**config.mk**
```make
export PLATFORM = sky130hd
export DESIGN_NAME = cdb_arbiter
export DESIGN_NICKNAME = d
export VERILOG_FILES = /design/src/rtl/cdb_pkg.sv /design/src/rtl/rr_arbiter.sv /design/src/rtl/cdb_arbiter.sv
export SDC_FILE = /design/constraint.sdc
export NUM_CORES = 1
export LEC_CHECK = 0
export ABC_AREA = 0
export ABC_CLOCK_PERIOD_IN_PS = 10100
export CAP_MARGIN = 20
export CELL_PAD_IN_SITES_DETAIL_PLACEMENT = 1
export CELL_PAD_IN_SITES_GLOBAL_PLACEMENT = 1
export CORE_ASPECT_RATIO = 1.4
export CORE_MARGIN = 1
export CORE_UTILIZATION = 41
export DETAILED_ROUTE_END_ITERATION = 8
export HOLD_SLACK_MARGIN = 0.12
export PLACE_DENSITY = 0.84
export SLEW_MARGIN = 20
export SYNTH_ARGS = -nofsm -noshare
export SYNTH_HDL_FRONTEND = slang
export SYNTH_SLANG_ARGS = --single-unit
```
**constraint.sdc**
```tcl
create_clock -name clk -period 10.1 [get_ports clk]
set_input_delay 2.02 -clock clk [delete_from_list [all_inputs] [get_ports clk]]
set_output_delay 2.02 -clock clk [all_outputs]
set_load 0.05 [all_outputs]
```
**src/rtl/cdb_pkg.sv**
```systemverilog
`default_nettype none
// ============================================================================
// Module  : cdb_pkg
// Brief   : Shared widths and result-entry type for the common data bus.
// Revision: 1.0 - initial release
// ============================================================================
package cdb_pkg;

    localparam int NUM_OF_FU              = 4;
    localparam int PHYSICAL_REG_NUM_WIDTH = 6;
    localparam int REG_VAL_WIDTH          = 32;
    localparam int ROB_SIZE_WIDTH         = 5;
    localparam int INST_ADDR_WIDTH        = 32;
    localparam int FU_ID_WIDTH            = (NUM_OF_FU > 1) ? $clog2(NUM_OF_FU) : 1;

    typedef struct packed {
        logic [PHYSICAL_REG_NUM_WIDTH-1:0] reg_addr;
        logic [REG_VAL_WIDTH-1:0]          reg_val;
        logic [ROB_SIZE_WIDTH-1:0]         tag;
        logic [INST_ADDR_WIDTH-1:0]        pc;
        logic                              branch_taken;
    } cdb_entry_t;

endpackage
`default_nettype wire

```
**src/rtl/rr_arbiter.sv**
```systemverilog
`default_nettype none
// ============================================================================
// Module  : rr_arbiter
// Brief   : Combinational round-robin pick: first set request at or above ptr.
// Revision: 1.0 - initial release
// ============================================================================
module rr_arbiter #(
    parameter int NUM_REQ   = 4,
    parameter int IDX_WIDTH = 2
) (
    input  logic [NUM_REQ-1:0]   i_req,
    input  logic [IDX_WIDTH-1:0] i_ptr,
    output logic [NUM_REQ-1:0]   o_grant,
    output logic [IDX_WIDTH-1:0] o_idx
);

    logic w_found;
    int   w_j;

    always_comb begin
        o_grant = '0;
        o_idx   = '0;
        w_found = 1'b0;
        w_j     = 0;
        for (int k = 0; k < NUM_REQ; k++) begin
            w_j = int'(i_ptr) + k;
            if (w_j >= NUM_REQ) begin
                w_j = w_j - NUM_REQ;
            end
            if (!w_found && i_req[IDX_WIDTH'(w_j)]) begin
                w_found                    = 1'b1;
                o_grant[IDX_WIDTH'(w_j)]   = 1'b1;
                o_idx                      = IDX_WIDTH'(w_j);
            end
        end
    end

endmodule
`default_nettype wire

```
**src/rtl/cdb_arbiter.sv**
```systemverilog
`default_nettype none
// ============================================================================
// Module  : cdb_arbiter
// Brief   : One holding entry per FU, round-robin broadcast onto the CDB.
// Revision: 1.0 - initial release
// ============================================================================
module cdb_arbiter
    import cdb_pkg::*;
(
    input  logic                              clk,
    input  logic                              rst_n,
    input  logic                              flush,
    input  logic [NUM_OF_FU-1:0]              fu_valid,
    output logic [NUM_OF_FU-1:0]              fu_ready,
    input  logic [PHYSICAL_REG_NUM_WIDTH-1:0] fu_reg_addr     [NUM_OF_FU],
    input  logic [REG_VAL_WIDTH-1:0]          fu_reg_val      [NUM_OF_FU],
    input  logic [ROB_SIZE_WIDTH-1:0]         fu_tag          [NUM_OF_FU],
    input  logic [INST_ADDR_WIDTH-1:0]        fu_pc           [NUM_OF_FU],
    input  logic                              fu_branch_taken [NUM_OF_FU],
    output logic                              cdb_valid,
    input  logic                              cdb_ready,
    output logic [PHYSICAL_REG_NUM_WIDTH-1:0] cdb_reg_addr,
    output logic [REG_VAL_WIDTH-1:0]          cdb_reg_val,
    output logic [ROB_SIZE_WIDTH-1:0]         cdb_tag,
    output logic [INST_ADDR_WIDTH-1:0]        cdb_pc,
    output logic                              cdb_branch_taken,
    output logic [FU_ID_WIDTH-1:0]            cdb_fu_id
);

    cdb_entry_t             r_entry [NUM_OF_FU];
    logic [NUM_OF_FU-1:0]   r_valid;
    logic                   r_lock;
    logic [FU_ID_WIDTH-1:0] r_lock_idx;
    logic [FU_ID_WIDTH-1:0] r_rr_ptr;

    logic [NUM_OF_FU-1:0]   w_grant;
    logic [FU_ID_WIDTH-1:0] w_arb_idx;
    logic [FU_ID_WIDTH-1:0] w_sel_idx;
    logic [FU_ID_WIDTH-1:0] w_next_ptr;
    logic                   w_any;
    logic                   w_xfer;
    logic [NUM_OF_FU-1:0]   w_drain;
    cdb_entry_t             w_sel_entry;

    rr_arbiter #(
        .NUM_REQ   (NUM_OF_FU),
        .IDX_WIDTH (FU_ID_WIDTH)
    ) u_rr_arbiter (
        .i_req   (r_valid),
        .i_ptr   (r_rr_ptr),
        .o_grant (w_grant),
        .o_idx   (w_arb_idx)
    );

    // A stalled broadcast keeps its index so a newly filled entry cannot cut in.
    assign w_sel_idx   = r_lock ? r_lock_idx : w_arb_idx;
    assign w_any       = |r_valid;
    assign cdb_valid   = w_any & ~flush;
    assign w_xfer      = cdb_valid & cdb_ready;
    assign w_sel_entry = w_any ? r_entry[w_sel_idx] : '0;
    assign w_next_ptr  = (w_sel_idx == FU_ID_WIDTH'(NUM_OF_FU - 1)) ? '0
                                                                    : w_sel_idx + FU_ID_WIDTH'(1);

    assign cdb_reg_addr     = w_sel_entry.reg_addr;
    assign cdb_reg_val      = w_sel_entry.reg_val;
    assign cdb_tag          = w_sel_entry.tag;
    assign cdb_pc           = w_sel_entry.pc;
    assign cdb_branch_taken = w_sel_entry.branch_taken;
    assign cdb_fu_id        = w_any ? w_sel_idx : '0;

    always_comb begin
        w_drain  = '0;
        fu_ready = '0;
        for (int i = 0; i < NUM_OF_FU; i++) begin
            w_drain[i]  = w_xfer && (w_sel_idx == FU_ID_WIDTH'(i));
            fu_ready[i] = (~r_valid[i] | w_drain[i]) & ~flush & rst_n;
        end
    end

    always_ff @(posedge clk or negedge rst_n) begin
        if (!rst_n) begin
            r_valid    <= '0;
            r_lock     <= 1'b0;
            r_lock_idx <= '0;
            r_rr_ptr   <= '0;
        end else if (flush) begin
            r_valid <= '0;
            r_lock  <= 1'b0;
        end else begin
            for (int i = 0; i < NUM_OF_FU; i++) begin
                if (fu_valid[i] && fu_ready[i]) begin
                    r_valid[i] <= 1'b1;
                end else if (w_drain[i]) begin
                    r_valid[i] <= 1'b0;
                end
            end
            if (w_xfer) begin
                r_lock   <= 1'b0;
                r_rr_ptr <= w_next_ptr;
            end else if (cdb_valid) begin
                r_lock     <= 1'b1;
                r_lock_idx <= w_sel_idx;
            end
        end
    end

    // Payload needs no reset: it is only observed while its valid bit is set.
    always_ff @(posedge clk) begin
        for (int i = 0; i < NUM_OF_FU; i++) begin
            if (fu_valid[i] && fu_ready[i]) begin
                r_entry[i].reg_addr     <= fu_reg_addr[i];
                r_entry[i].reg_val      <= fu_reg_val[i];
                r_entry[i].tag          <= fu_tag[i];
                r_entry[i].pc           <= fu_pc[i];
                r_entry[i].branch_taken <= fu_branch_taken[i];
            end
        end
    end

endmodule
`default_nettype wire

```
* After elaboration in Yosys (flattened, before gate mapping)
Memories as Yosys holds them, arrays and structs flattened.
Index checks and enable logic that the tools add are counted.
** Operators by class
- Add/sub/neg operators :: 8
- Multiplexer cells :: 47
- Multipliers :: 0
- Magnitude comparators :: 8
- Div/mod/pow operators :: 0
- Bitwise gates (word level) :: 20
- Reductions and logical operators :: 23
- Shift operators :: 0
- Equal/unequal tests :: 3
** Operator list (number)
- $mux 76 :: 1
- $mux 1 :: 30
- $mux 2 :: 11
- $lt 2x4->1 const B :: 4
- $reduce_bool 3->1 :: 5
- $logic_and 1x1->1 :: 11
- $and 1x1->1 :: 10
- $ge 3x3->1 const B :: 3
- $bmux 1 s2 :: 4
- $sub 2x1->2 const B :: 4
- $add 2x2->3 const B :: 2
- $not 1->1 :: 6
- $eq 2x2->1 const B :: 2
- $mux 4 :: 1
- $or 1x1->1 :: 4
- $reduce_or 4->1 :: 1
- $add 2x1->3 const B :: 1
- $ge 2x3->1 const B :: 1
- $logic_not 1->1 :: 3
- $reduce_and 3->1 :: 1
- $add 2x1->2 const B :: 1
- $eq 2x1->1 const B :: 1
- $logic_not 2->1 :: 1
- $reduce_and 2->1 :: 1
** Word-level totals
- Output and inout port bits :: 83
- Memories kept :: 1
- Latch bits :: 0
- Input bits :: 312
- Register bits :: 9
- RAM bits :: 304
- ROM bits :: 0
** Memories
- r_entry :: depth 4, width 76, rd ports 1, clocked after memory_dff 0, write ports 4, line cdb_arbiter.sv:30 : cdb_entry_t r_entry [NUM_OF_FU];

* Longest topological paths before layout
- Word-level depth :: 24
- Gate-level depth with buffers :: 11

* Hierarchy
Synthesis repeated with hierarchy kept, for this count alone.
** Second synthesis, totals
- Cell total of the unflattened synthesis :: 897
- Area, all modules :: 13332.8 µm²
** Modules (own cells, without submodules)
- cdb_arbiter :: area an instance 12700.9 µm², seq. area each 9354.0 µm², cells an instance 815, times used 1
- rr_arbiter :: area an instance 631.9 µm², seq. area each 0.0 µm², cells an instance 82, times used 1

* Worst setup path before layout
Ideal clock, no wire load.
- Kind :: input to register
- Start :: input flush
- End :: memory r_entry[0][0] (netlist name), enable pin
- Data required time :: 9.580 ns
- Buffers on the path :: 1
- Stages :: 5
- Arrival :: 7.010 ns
- Path slack :: 2.570 ns
- Library setup time :: 0.520 ns
- Path through :: clkbuf_1 -> nor2_1 -> nand2_1 -> o31ai_4 -> nor2b_1
** RTL lines
- from (decl) :: line cdb_arbiter.sv:12 : input logic flush,
- to (decl) :: line cdb_arbiter.sv:30

* Final worst setup path
- Start :: register r_valid[2]
- End :: output cdb_reg_val[3]
** On the way
- Longest elaborated chain between the ends :: 16
- Elaborated cells on any way between the ends :: 29
- Classes of those cells :: 21 x mux; 7 x reduce/logical; 1 x memory
** Ends and longest elaborated chain
- from (decl) :: line cdb_arbiter.sv:31 : logic [NUM_OF_FU-1:0] r_valid;
- from (signal assigned) :: line cdb_arbiter.sv:82 : r_valid <= '0;
- from (signal assigned) :: line cdb_arbiter.sv:87 : r_valid <= '0;
- from (signal, indexed assignment) :: line cdb_arbiter.sv:92 : r_valid[i] <= 1'b1;
- $bmux 1 s2 :: line rr_arbiter.sv:30 : if (!w_found && i_req[IDX_WIDTH'(w_j)]) begin
- $mux 1 (not written as such) (2 in series) :: line rr_arbiter.sv:30
- $mux 1 :: line rr_arbiter.sv:30
- $logic_not 1->1 :: line rr_arbiter.sv:30
- $logic_and 1x1->1 :: line rr_arbiter.sv:30
- $mux 1 :: line rr_arbiter.sv:30
- $logic_not 1->1 :: line rr_arbiter.sv:30
- $logic_and 1x1->1 :: line rr_arbiter.sv:30
- $mux 1 :: line rr_arbiter.sv:30
- $logic_not 1->1 :: line rr_arbiter.sv:30
- $logic_and 1x1->1 :: line rr_arbiter.sv:30
- $mux 2 :: line rr_arbiter.sv:30
- $mux 2 :: line cdb_arbiter.sv:56 : assign w_sel_idx = r_lock ? r_lock_idx : w_arb_idx;
- $mem_v2 4x76
- $mux 76 (*) :: line cdb_arbiter.sv:60 : assign w_sel_entry = w_any ? r_entry[w_sel_idx] : '0;
- to (decl) :: line cdb_arbiter.sv:23 : output logic [REG_VAL_WIDTH-1:0] cdb_reg_val,
Every way passes the cells marked *; elsewhere a longest branch is shown, timed or not. The select of a mux whose other input is x is not followed.

==> impl_results.md <==
- Critical Path Source: r_valid[2]
- Area of the mapped netlist: 12000 um2
- Total track usage: 0.247
- Crit path DAT: 4.73 ns
- Top cell type's share of synthesized area: 0.759
- Worst min-delay path startpoint: r_lock_idx[1]
- Cells after Synth: 646
- # Post-CTS Setup Buffers: 0
- 1st-iter DRT viols: 365
- Drt first pass iters: 4
- I/O Pins: 395
- Most Frequent Cell on Critical Path: buf_4
- Final Max Tran Viols: 0
- Max Cap Violations: 0
- Post-synthesis sequential area ratio: 0.778
- Syn nets: 959
- Top cell family by delay on the critical path: buffers and inverters
- Final setup viols: 0
- Hold Slack: 0.539 ns
- Max Freq: 148 MHz
- Post-Synth Adder-Cell Area: 0.00104
- Initial antenna violation count: 6
- Clk sinks: 313
- Unrepaired setup endpoints after global routing: false
- Power Density: 230 nW/um2
- Netlist cell types: 42
- Crit. End Element: output port
- Initial Util: 0.420
- Buffers & Inverters on Critical Path: 3
- Post-synthesis mux area share: 0.127
- Commonest cells in the synthesized netlist: edfxtp_1, mux2i_1, o22ai_1, clkbuf_1, nand2_1
- Largest net degree at the start of global routing: 78
- Hold-fix buffers at CTS: 0
- Die span in y: 205 um
- Req. time, crit path: 8.08 ns
- Row count: 73
- PortBufs: 394
- DRC: 0
- Post-synth top area cell: edfxtp_1
- CTS HTree Levels: 1
- Avg Inst Size Synth: 18.6 um2
- Leak pwr: 0.00600 uW
- Gr ovfl total: 0
- Routed len/inst: 25.8 um
- Met3 Resource Use GR: 0.0452
- Top post-synthesis cells by area: edfxtp_1, mux2i_1, o22ai_1, dfrtp_1, buf_6
- Die ar.: 30000 um2
- Post-synth EDFFs: 304
- HPWL Detailed: 25500 um
- Largest family of logic cells by synthesized area: multiplexers
- Max Root-Sink Buffers: 3
- Vias in the first global route: 8582
- Via count: 7618
- Nature of the critical path startpoint: flip-flop
- Ys async rst share: 0.0288
- IR Drop Worst-Case VDD: 146 uV
- Vias per cell: 5.24
- Crit path cell chain: nor4b_1, nand2_1, a32oi_4, buf_4, buf_4, mux2i_1, o22ai_1, clkdlybuf4s50_1
- Final count of hold timing violations: 0
- Hold Crit Class: reg -> reg
- Synth warn: 0
- Complex-gate fraction of the synthesized area: 0.0547
- Layout cell share with drive strength beyond 1: 0.0617
- CTS tree: done
- Status: finished, final reports clean
- CP max FO: 48
- Routed WL: 37500 um
- Clk Latency, worst-skew pair: 0.57 ns
- FF-to-FF Start: r_valid[2]
- Met2 Resource Use GR: 0.469
- First-pass GRT wire length: 54000 um
- Post-Synth XOR/XNOR Area: 0
- Worst-margin pin slew: 1.12 ns
- Count leader, synth: edfxtp_1
- Crit Path Category: reg -> out
- Synth Area in Simple Gates: 0.0165
- Critical Path Max Stage Delay: 0.90 ns
- Most Crowded Layer GR: met2
- TNS Setup: 0 ns
- Antenna Nets Post-Route: 0
- Root Driver: clkbuf_16
- Nets: 1361
- Standard cell core area: 28600 um2
- Clk slew on worst S/H paths: 0.06 ns
- Slowest-stage cell, CP: clkdlybuf4s50_1
- Dominant synthesized flop cell: edfxtp_1
- Die X: 147 um
- Total CTS buffers: 30
- Clock Skews: 0.0140 ns
- Grt met1 use: 0.259
- P&R area growth vs syn: 43.8%
- Post-CTS Resized: 0
- GPL Wtd Cong: 0.825
- Min Tclk post-route: 6.75 ns
- Crit share post-route: 0.669
- Slew HR: 0.250
- FF+latch count, synth: 313
==> area by class of cell <==
class / count / area (um2)
antenna: 9 / 22.5
inverter: 6 / 22.5
sequential: 313 / 9350
fill: 2637 / 11300
clock buffer: 38 / 802
tap: 375 / 469
multi-input combinational: 291 / 2460
timing repair buffer: 406 / 4030
clock inverter: 16 / 123
==> registers in the layout, indices dropped and copies added, names as in the netlist <==
signal	count
r_entry	304
r_valid	4
r_lock_idx	2
r_lock	1
r_rr_ptr	2
==> placed cells by master (no fill, tap or decap), drive strengths merged, types with 2 or more instances in the layout <==
| cell type | Yosys | final |
|---|---|---|
| bufinv | 0 | 2 |
| diode | 0 | 9 |
| nor3 | 2 | 2 |
| nand2b | 2 | 2 |
| nand2 | 13 | 13 |
| clkdlybuf4s50 | 0 | 394 |
| a21oi | 5 | 5 |
| mux2i | 152 | 152 |
| nor2b | 3 | 3 |
| clkbuf | 13 | 38 |
| o31ai | 3 | 3 |
| o22ai | 76 | 76 |
| inv | 6 | 6 |
| nand3 | 2 | 2 |
| nor2 | 9 | 9 |
| dfrtp | 9 | 9 |
| edfxtp | 304 | 304 |
| buf | 23 | 12 |
| clkinv | 0 | 13 |
| and2 | 3 | 3 |
| o21ai | 3 | 3 |
==> where the power goes <==
part	switching (uW)	total, uW	leakage (uW)	internal, uW
Sequential	26.1	1500	0.00290	1480
Clock	476	1080	0.000451	607
Combinational	868	1390	0.00265	523
==> stage by stage <==
step | setup WS (ns) | std cells | utilization | total power, uW | area, um2
6_report | 3.35 | 1454 | 0.605 | 3980 | 17300
5_1_grt | 3.13 | 1451 | 0.604 | 4100 | 17300
4_1_cts | 3.31 | 1445 | 0.604 | 4010 | 17300
3_5_place_dp | 3.66 | 1391 | 0.571 | 2930 | 16300
3_3_place_gp | 3.73 | 1391 | 0.571 | 2900 | 16300
2_1_floorplan | 2.57 | 646 | - | 2450 | 12000
==> worst paths after layout <==
path / end / slack [ns] / depth (start not counted)
setup / recovery: cdb_reg_val[3] / 3.35 / 8
hold / removal: r_lock_idx[1] / 0.54 / 2
setup reg to reg: r_entry[3][56] / 5.94 / 9
hold reg to reg: r_lock_idx[1] / 0.54 / 2
max in group asynchronous: r_rr_ptr[0] / 7.96 / 1
min in group asynchronous: r_lock / 1.79 / 1
==> per-layer routing <==
| layer | wire length (um) | part of all wire |
|---|---|---|
| met1 | 13000 | 0.35 |
| met2 | 20900 | 0.56 |
| met3 | 1910 | 0.051 |
| met4 | 1650 | 0.044 |
| met5 | 11 | 0.00029 |
==> kinds of logic after synthesis <==
| kind of cell | Yosys count |
|---|---|
| compound gates | 97 |
| fa+ha+maj | 1 |
| buf+inv | 42 |
| flops | 313 |
| mux | 153 |
| simple gates | 40 |
==> worst reg2reg max path, cell delays in order, from the launching register on <==
cell and delay (ns):
dfrtp_1 0.49, nor4b_1 0.51, nand2_1 0.18, a32oi_4 0.21, buf_4 0.48, ha_1 0.33, nand3_1 0.11, a21oi_1 0.20
and2_4 0.54, buf_4 0.67
(Power assumes the default switching activity.)
